## src/rtl/ucsbece154b_branch_resolve_if.sv

```systemverilog
// Signal bundle between the fetch/decode/execute pipeline and the branch resolve unit.
// The unit sits on the slave side; the pipeline/predictor drives the master side.
interface ucsbece154b_branch_resolve_if #(
   parameter int unsigned NUM_BTB_ENTRIES = 32,
   parameter int unsigned NUM_GHR_BITS    = 5
);
   localparam int unsigned IDX = $clog2(NUM_BTB_ENTRIES);

   logic [31:0]             pc_f_i;
   logic                    BranchTaken_f_i;
   logic [31:0]             BTBtarget_f_i;
   logic [NUM_GHR_BITS-1:0] PHTindex_f_i;
   logic                    stall_d_i;
   logic                    flush_d_i;
   logic                    flush_e_i;
   logic [6:0]              op_e_i;
   logic                    cond_e_i;
   logic [31:0]             target_e_i;

   logic                    Mispredict_o;
   logic [31:0]             PCcorrect_o;
   logic                    BTB_we_o;
   logic [IDX-1:0]          BTBwriteaddress_o;
   logic [31:0]             BTBwritedata_o;
   logic                    PHTwe_o;
   logic                    PHTincrement_o;
   logic [NUM_GHR_BITS-1:0] PHTwriteaddress_o;
   logic                    GHRreset_o;
   logic [31:0]             branch_count_o;
   logic [31:0]             mispredict_count_o;

   modport slave (
      input  pc_f_i, BranchTaken_f_i, BTBtarget_f_i, PHTindex_f_i,
      input  stall_d_i, flush_d_i, flush_e_i, op_e_i, cond_e_i, target_e_i,
      output Mispredict_o, PCcorrect_o, BTB_we_o, BTBwriteaddress_o, BTBwritedata_o,
      output PHTwe_o, PHTincrement_o, PHTwriteaddress_o, GHRreset_o,
      output branch_count_o, mispredict_count_o
   );

   modport master (
      output pc_f_i, BranchTaken_f_i, BTBtarget_f_i, PHTindex_f_i,
      output stall_d_i, flush_d_i, flush_e_i, op_e_i, cond_e_i, target_e_i,
      input  Mispredict_o, PCcorrect_o, BTB_we_o, BTBwriteaddress_o, BTBwritedata_o,
      input  PHTwe_o, PHTincrement_o, PHTwriteaddress_o, GHRreset_o,
      input  branch_count_o, mispredict_count_o
   );
endinterface

```

## src/rtl/ucsbece154b_branch_resolve.sv

```systemverilog
// Execute-stage branch resolution: carries prediction metadata F->D->E, detects
// mispredictions, and produces predictor update strobes and statistics counters.
module ucsbece154b_branch_resolve #(
   parameter int unsigned NUM_BTB_ENTRIES = 32,
   parameter int unsigned NUM_GHR_BITS    = 5
) (
   input logic                          clk,
   input logic                          reset_i,
   ucsbece154b_branch_resolve_if.slave  bus
);
   localparam int unsigned IDX = $clog2(NUM_BTB_ENTRIES);

   localparam logic [6:0] OpBranch = 7'b1100011;
   localparam logic [6:0] OpJal    = 7'b1101111;
   localparam logic [6:0] OpJalr   = 7'b1100111;

   typedef struct packed {
      logic                    valid;
      logic [31:0]             pc;
      logic                    pred_taken;
      logic [31:0]             pred_target;
      logic [NUM_GHR_BITS-1:0] pht_idx;
   } meta_t;

   meta_t       d_q, d_d, e_q, e_d;
   logic        armed_q;
   logic [31:0] branch_cnt_q, mispred_cnt_q;

   logic is_branch, is_jal, is_jalr, is_ctrl;
   logic actual_taken, tgt_mismatch, mispredict;

   // Every decode term is qualified by E.valid so a flushed slot never resolves.
   always_comb begin
      is_branch    = e_q.valid & (bus.op_e_i == OpBranch);
      is_jal       = e_q.valid & (bus.op_e_i == OpJal);
      is_jalr      = e_q.valid & (bus.op_e_i == OpJalr);
      is_ctrl      = is_branch | is_jal | is_jalr;
      actual_taken = is_jal | is_jalr | (is_branch & bus.cond_e_i);
      tgt_mismatch = (e_q.pred_target != bus.target_e_i);
      mispredict   = e_q.valid & ((e_q.pred_taken != actual_taken) |
                                  (actual_taken & tgt_mismatch));
   end

   assign bus.Mispredict_o      = mispredict;
   assign bus.PCcorrect_o       = !mispredict   ? 32'd0 :
                                  actual_taken  ? bus.target_e_i : (e_q.pc + 32'd4);
   assign bus.BTB_we_o          = is_ctrl & actual_taken & (~e_q.pred_taken | tgt_mismatch);
   assign bus.BTBwriteaddress_o = e_q.pc[IDX+1:2];
   assign bus.BTBwritedata_o    = bus.target_e_i;
   assign bus.PHTwe_o           = is_branch;
   assign bus.PHTincrement_o    = is_branch & bus.cond_e_i;
   assign bus.PHTwriteaddress_o = e_q.pht_idx;
   assign bus.GHRreset_o        = armed_q;
   assign bus.branch_count_o    = branch_cnt_q;
   assign bus.mispredict_count_o = mispred_cnt_q;

   // A redirect kills D even when decode is stalled.
   always_comb begin
      d_d = d_q;
      if (bus.flush_d_i | mispredict) begin
         d_d.valid = 1'b0;
      end else if (!bus.stall_d_i) begin
         d_d.valid       = 1'b1;
         d_d.pc          = bus.pc_f_i;
         d_d.pred_taken  = bus.BranchTaken_f_i;
         d_d.pred_target = bus.BTBtarget_f_i;
         d_d.pht_idx     = bus.PHTindex_f_i;
      end
      e_d = d_q;
      if (bus.flush_e_i | mispredict) begin
         e_d.valid = 1'b0;
      end
   end

   always_ff @(posedge clk or negedge reset_i) begin
      if (!reset_i) begin
         d_q           <= '0;
         e_q           <= '0;
         armed_q       <= 1'b1;
         branch_cnt_q  <= 32'd0;
         mispred_cnt_q <= 32'd0;
      end else begin
         d_q     <= d_d;
         e_q     <= e_d;
         armed_q <= 1'b0;
         if (is_ctrl)    branch_cnt_q  <= branch_cnt_q + 32'd1;
         if (mispredict) mispred_cnt_q <= mispred_cnt_q + 32'd1;
      end
   end
endmodule

```

## src/flat_wrapper.sv

```systemverilog
// flat-port wrapper written by rule: the top's interface ports become plain ports
module ucsbece154b_branch_resolve_flat 
#(
   parameter int unsigned NUM_BTB_ENTRIES = 32,
   parameter int unsigned NUM_GHR_BITS    = 5
)
  (clk, reset_i, bus_pc_f_i, bus_BranchTaken_f_i, bus_BTBtarget_f_i, bus_PHTindex_f_i, bus_stall_d_i, bus_flush_d_i, bus_flush_e_i, bus_op_e_i, bus_cond_e_i, bus_target_e_i, bus_Mispredict_o, bus_PCcorrect_o, bus_BTB_we_o, bus_BTBwriteaddress_o, bus_BTBwritedata_o, bus_PHTwe_o, bus_PHTincrement_o, bus_PHTwriteaddress_o, bus_GHRreset_o, bus_branch_count_o, bus_mispredict_count_o);
  ucsbece154b_branch_resolve_if #(.NUM_BTB_ENTRIES(NUM_BTB_ENTRIES), .NUM_GHR_BITS(NUM_GHR_BITS)) bus_i ();
  input logic clk;
  input logic reset_i;
  input wire logic [$bits(bus_i.pc_f_i)-1:0] bus_pc_f_i;
  input wire logic [$bits(bus_i.BranchTaken_f_i)-1:0] bus_BranchTaken_f_i;
  input wire logic [$bits(bus_i.BTBtarget_f_i)-1:0] bus_BTBtarget_f_i;
  input wire logic [$bits(bus_i.PHTindex_f_i)-1:0] bus_PHTindex_f_i;
  input wire logic [$bits(bus_i.stall_d_i)-1:0] bus_stall_d_i;
  input wire logic [$bits(bus_i.flush_d_i)-1:0] bus_flush_d_i;
  input wire logic [$bits(bus_i.flush_e_i)-1:0] bus_flush_e_i;
  input wire logic [$bits(bus_i.op_e_i)-1:0] bus_op_e_i;
  input wire logic [$bits(bus_i.cond_e_i)-1:0] bus_cond_e_i;
  input wire logic [$bits(bus_i.target_e_i)-1:0] bus_target_e_i;
  output wire logic [$bits(bus_i.Mispredict_o)-1:0] bus_Mispredict_o;
  output wire logic [$bits(bus_i.PCcorrect_o)-1:0] bus_PCcorrect_o;
  output wire logic [$bits(bus_i.BTB_we_o)-1:0] bus_BTB_we_o;
  output wire logic [$bits(bus_i.BTBwriteaddress_o)-1:0] bus_BTBwriteaddress_o;
  output wire logic [$bits(bus_i.BTBwritedata_o)-1:0] bus_BTBwritedata_o;
  output wire logic [$bits(bus_i.PHTwe_o)-1:0] bus_PHTwe_o;
  output wire logic [$bits(bus_i.PHTincrement_o)-1:0] bus_PHTincrement_o;
  output wire logic [$bits(bus_i.PHTwriteaddress_o)-1:0] bus_PHTwriteaddress_o;
  output wire logic [$bits(bus_i.GHRreset_o)-1:0] bus_GHRreset_o;
  output wire logic [$bits(bus_i.branch_count_o)-1:0] bus_branch_count_o;
  output wire logic [$bits(bus_i.mispredict_count_o)-1:0] bus_mispredict_count_o;
  assign bus_i.pc_f_i = bus_pc_f_i;
  assign bus_i.BranchTaken_f_i = bus_BranchTaken_f_i;
  assign bus_i.BTBtarget_f_i = bus_BTBtarget_f_i;
  assign bus_i.PHTindex_f_i = bus_PHTindex_f_i;
  assign bus_i.stall_d_i = bus_stall_d_i;
  assign bus_i.flush_d_i = bus_flush_d_i;
  assign bus_i.flush_e_i = bus_flush_e_i;
  assign bus_i.op_e_i = bus_op_e_i;
  assign bus_i.cond_e_i = bus_cond_e_i;
  assign bus_i.target_e_i = bus_target_e_i;
  assign bus_Mispredict_o = bus_i.Mispredict_o;
  assign bus_PCcorrect_o = bus_i.PCcorrect_o;
  assign bus_BTB_we_o = bus_i.BTB_we_o;
  assign bus_BTBwriteaddress_o = bus_i.BTBwriteaddress_o;
  assign bus_BTBwritedata_o = bus_i.BTBwritedata_o;
  assign bus_PHTwe_o = bus_i.PHTwe_o;
  assign bus_PHTincrement_o = bus_i.PHTincrement_o;
  assign bus_PHTwriteaddress_o = bus_i.PHTwriteaddress_o;
  assign bus_GHRreset_o = bus_i.GHRreset_o;
  assign bus_branch_count_o = bus_i.branch_count_o;
  assign bus_mispredict_count_o = bus_i.mispredict_count_o;
  ucsbece154b_branch_resolve #(.NUM_BTB_ENTRIES(NUM_BTB_ENTRIES), .NUM_GHR_BITS(NUM_GHR_BITS)) u_core (.clk(clk), .reset_i(reset_i), .bus(bus_i));
endmodule
```

## config.mk

```make
export PLATFORM = sky130hd
export DESIGN_NAME = ucsbece154b_branch_resolve_flat
export DESIGN_NICKNAME = d
export VERILOG_FILES = /design/src/rtl/ucsbece154b_branch_resolve_if.sv /design/src/rtl/ucsbece154b_branch_resolve.sv /design/src/flat_wrapper.sv
export SDC_FILE = /design/constraint.sdc
export NUM_CORES = 1
export LEC_CHECK = 0
export ABC_AREA = 0
export CAP_MARGIN = 20
export CELL_PAD_IN_SITES_DETAIL_PLACEMENT = 0
export CELL_PAD_IN_SITES_GLOBAL_PLACEMENT = 1
export CORE_ASPECT_RATIO = 0.8
export CORE_MARGIN = 8
export CORE_UTILIZATION = 40
export CTS_BUF_LIST = sky130_fd_sc_hd__clkbuf_8
export CTS_CLUSTER_SIZE = 16
export DETAILED_ROUTE_END_ITERATION = 7
export HOLD_SLACK_MARGIN = 0.15
export PLACE_DENSITY = 0.84
export SYNTH_ARGS = -nofsm -noshare
export SYNTH_HDL_FRONTEND = slang
export SYNTH_SLANG_ARGS = --single-unit
```

## constraint.sdc

```tcl
create_clock -name clk -period 6 [get_ports clk]
set_input_delay 0.9 -clock clk [delete_from_list [all_inputs] [get_ports clk]]
set_output_delay 0.9 -clock clk [all_outputs]
set_load 0.1 [all_outputs]
```

# After elaboration in Yosys (flattened, before gate mapping)

Index checks and enable logic that the tools add are counted.

Register bits: 207
Output and inout port bits: 143

Reductions and logical operators: 1
Add/subtract/negate cells: 3
Muxes and demuxes: 5
Bitwise gates (word level): 19
Eq/ne operators: 6

Operator list:

| operator                                                                 | number |
|---|---|
| 71-bit two-way mux                                                       | 1 |
| 32-bit by 1-bit adder with 32-bit output (second input constant)         | 2 |
| 32-bit two-way mux                                                       | 2 |
| 32-bit by 3-bit adder with 32-bit output (second input constant)         | 1 |
| 32-bit inequality test                                                   | 1 |
| 7-bit == test (second input constant)                                    | 3 |
| 1-bit bitwise AND                                                        | 8 |
| 1-bit bitwise OR                                                         | 8 |
| 1-bit NOT                                                                | 3 |
| 1-bit two-way mux                                                        | 2 |
| 2-bit by 1-bit inequality test with 1-bit output (second input constant) | 1 |
| 2-bit AND reduction                                                      | 1 |
| 1-bit inequality test                                                    | 1 |

# Longest topological paths before layout

Word-level depth: 10
Depth in mapped cells: 8
Mapped depth without buffers: 7

# Worst setup path before layout

OpenSTA, ideal clock, no wires.

Kind: in2out
From: input bus_op_e_i[4]
To: output bus_PHTincrement_o
Stages on the path: 3
Arrival: 5.000 ns
Path slack: 0.100 ns
Path through: nand4b_4 nor4_1 and2_1

Longest elaborated chain between the ends: 3

Ends and longest elaborated chain:

| what               | line                             | text |
|---|---|---|
| start: declaration | flat_wrapper.sv:18               | `input wire logic [$bits(bus_i.op_e_i)-1:0] bus_op_e_i;` |
| 7-bit == test      | ucsbece154b_branch_resolve.sv:34 | `is_branch = e_q.valid & (bus.op_e_i == OpBranch);` |
| 1-bit bitwise AND  | ucsbece154b_branch_resolve.sv:34 |  |
| via bus_PHTwe_o    | flat_wrapper.sv:26               | `output wire logic [$bits(bus_i.PHTwe_o)-1:0] bus_PHTwe_o;` |
| 1-bit bitwise AND  | ucsbece154b_branch_resolve.sv:51 | `assign bus.PHTincrement_o = is_branch & bus.cond_e_i;` |
| end: declaration   | flat_wrapper.sv:27               | `output wire logic [$bits(bus_i.PHTincrement_o)-1:0] bus_PHTincrement_o;` |

The timed path passes the listed nets, and every way through them passes these cells.

# Worst setup path after layout

From: input bus_target_e_i[28]
To: output bus_BTB_we_o

Longest elaborated chain between the ends: 3

Ends and longest elaborated chain:

| what                   | line                             | text |
|---|---|---|
| start: declaration     | flat_wrapper.sv:20               | `input wire logic [$bits(bus_i.target_e_i)-1:0] bus_target_e_i;` |
| 32-bit inequality test | ucsbece154b_branch_resolve.sv:39 | `tgt_mismatch = (e_q.pred_target != bus.target_e_i);` |
| 1-bit bitwise OR       | ucsbece154b_branch_resolve.sv:47 | `assign bus.BTB_we_o = is_ctrl & actual_taken & (~e_q.pred_taken \| tgt_mismatch);` |
| 1-bit bitwise AND      | ucsbece154b_branch_resolve.sv:47 |  |
| end: declaration       | flat_wrapper.sv:23               | `output wire logic [$bits(bus_i.BTB_we_o)-1:0] bus_BTB_we_o;` |

No other way between the ends.

==> results.yml <==
cts:
  htreeDepth: 2
  clock_latency_ns: 0.52
  clockBufferDepth: 3
  cts_setup_buffers: 0
  cts-resized-gates: 0
  cts_tree: "done"
  clock-sinks: 207
  cts_buffers: 38
  holdBufCountCts: 0
  cts_root_buf: "clkbuf_8"
  clkSlewWorstSetupHoldPaths_ns: 0.06
grt:
  grt-ovfl-total: 0
  grt_pass1_wl_um: 40000
  grt_max_degree: 111
  grt_pass1_vias: 6779
  grt_usage: 0.182
  antenna_found_initial: 2
critical_path:
  cp.required_ns: 5.10
  path_delay_family: "buffers and inverters"
  slowest_stage: "clkdlybuf4s50_1"
  crit_chain: "clkdlybuf4s50_1 -> xor2_1 -> nor4_1 -> nand4_1 -> nor4_1 -> nor2_1 -> clkdlybuf4s50_1"
  cp.buffers_inverters: 2
  setup.worst_path.end_class: "output port"
  cp.arrival_ns: 3.83
  critPathMaxFanout: 3
  critPathMaxStageDelay_ns: 1.00
  crit_type: "in2out"
  crit_path_start_kind: "primary input"
sta:
  setup_viol: 0
  skew_ns: 0.0188
  relSlewSlack: 0.298
  hold_viol: 0
  clock.fmax_ghz: 0.211
  fin_tns_setup_ns: 0
  rsz0062_at_grt: "false"
  worstMarginPinSlew_ns: 1.05
  finalCritPeriodShare: 0.789
  min_period_ns: 4.73
  maxSlewViolCount: 0
drt:
  antenna_left: 0
  vias_per_cell: 4.87
  firstDrtPassIters: 4
  dr.first_iter.drc_count: 367
  wl_per_cell_um: 19.5
  vias: 6463
  drt-total-wl_um: 25900
  drc_errors: 0
pwr:
  finalPower_mw: 3.98
  leakage_nw: 5.54
  power_density_mw_per_mm2: 308
  vdd_ir_drop_max_mv: 0.226
floorplan:
  pin_count: 258
  dieArea_mm2: 0.0283
  die_x_um: 186
  start_util: 0.409
  placementRows: 49
  core_mm2: 0.0226
  die_y_um: 152
cells_and_area:
  final_layout_size_suffix_gt1_frac: 0.162
  diodes: 0
  syn_to_final_growth_pct: 39.4
  finalNetCount: 1117
logic_synthesis:
  netlist_area_mm2: 0.00926
  synth_top_area_share: 0.556
  synth_ff_type: "dfrtp_1"
  async_flop_share: 1.00
  synth_area_leaders: "dfrtp_1 (56%), xor2_1 (8.6%), mux2_2 (6.7%)"
  synth-seq-cells: 207
  synth_cell_types: 45
  synth_largest_area_cell: "dfrtp_1"
  syn_inst: 769
  syn-num-nets: 887
  seq_area_frac_synth: 0.559
  syn_area_per_cell_um2: 12.0
  ys_warn_count: 0
  synth_edf_count: 0
placement:
  gp_congestion: 0.770
  portBuffers: 257
  hpwl_um: 19200
min_path:
  min_path_type: "reg2reg"
job:
  drv_cap: 0
outcome:
  status: "complete, no violations"
-- per-layer routing --
metal  GRT usage  routed length, µm  vias up
li1            -                  -     3091
met1       0.246              11600     3124
met2       0.277              11600      199
met3      0.0612               2240       45
met4      0.0415                428        4
met5           0                 18        -
-- cells by family (layout without fill, tap and decap cells) --
kind of cell             Yosys count  count (layout)  share of synthesized area
XOR/XNOR                         122             122                      0.115
multiplexers                      72              72                     0.0875
AND/OR/NAND/NOR                  241             241                      0.141
other                              1               1                   0.000405
flip-flops                       207             207                      0.559
buffers and inverters             84             337                     0.0582
adder cells (fa/ha/maj)            3               3                    0.00405
AO/OA/AOI/OAI                     39              39                     0.0338
-- path summary, 6_finish.rpt --
path | end | cells after the start | slack, ns | start
max in group asynchronous | u_core.bus.mispredict_count_o[12]$_DFFE_PN0P_ | 2 | 4.46 | reset_i
hold / removal | u_core.e_q[12]$_DFF_PN0_ | 0 | 0.36 | u_core.d_q[12]$_DFFE_PN0P_
hold reg to reg | u_core.e_q[12]$_DFF_PN0_ | 0 | 0.36 | u_core.d_q[12]$_DFFE_PN0P_
setup / recovery | bus_BTB_we_o | 7 | 1.27 | bus_target_e_i[28]
setup reg to reg | u_core.d_q[58]$_DFFE_PN0P_ | 6 | 2.96 | u_core.e_q[28]$_DFF_PN0_
min in group asynchronous | u_core.e_q[59]$_DFF_PN0_ | 1 | 0.44 | reset_i
-- worst register-to-register path, cell delays in order (launching register included) --
cell and delay, ns:
dfrtp_1 0.38, xor2_1 0.16, nor4_1 0.49, nand4_1 0.15
nor4_1 0.44, a21o_4 0.84, mux2_2 0.46
-- through the flow --
step	worst slack [ns]	hold WS, ns	cell area, µm²	utilization	std cells
4_1_cts	1.22	0.357	12900	0.571	1328
3_5_place_dp	1.23	0.357	12100	0.535	1265
6_report	1.27	0.358	12900	0.571	1328
2_1_floorplan	0.0995	0.347	9260	-	769
5_1_grt	1.10	0.367	12900	0.571	1328
3_3_place_gp	1.24	0.351	12100	0.535	1265
-- report_power, final --
part           switching (mW)  internal, mW
Combinational           0.572         0.297
Sequential              0.123          1.57
Clock                   0.589         0.820
-- layout make-up --
cell class              instances  area, µm²
clock inverters                14        126
flip-flops and latches        207       5180
clock buffers                  49        674
well taps                     306        383
multi-input cells             478       3550
fillers                      1905       9710
inverters                      13       48.8
repair buffers                261       2950
-- synth_stat cells (4+ instances only) --
cell type    n
dfrtp_1    206
xor2_1      91
nor2_1      59
mux2_2      55
buf_4       43
nand3_1     37
nand2_1     33
xnor2_1     31
a211oi_1    29
nor3_1      27
nand4_1     19
nor4_1      19
mux2_1      17
clkbuf_1    13
inv_1       12
and3_1      10
and4_1      10
buf_2        8
buf_6        7
nor2b_1      4
or3_1        4
-- cells in the final DEF (no fill, tap or decap), types with 10 or more instances in the layout --
cell type and instances:
clkdlybuf4s50_1 223, dfrtp_1 206, xor2_1 91, nor2_1 59, mux2_2 55, clkbuf_8 50
nand3_1 37, buf_12 34, nand2_1 33, xnor2_1 31, a211oi_1 29, nor3_1 27
nor4_1 19, nand4_1 19, mux2_1 17, inv_1 17, and4_1 10, and3_1 10
-- state kept, by name (all words and copies together), names as in the netlist --
signal and flops:
u_core.d_q 71, u_core.e_q 61, u_core.bus.branch_count_o 32, u_core.bus.mispredict_count_o 32, u_core.bus.BTBwriteaddress_o 5, u_core.bus.PHTwriteaddress_o 5, u_core.bus.GHRreset_o 1
Power figures use the tool's default switching activity.
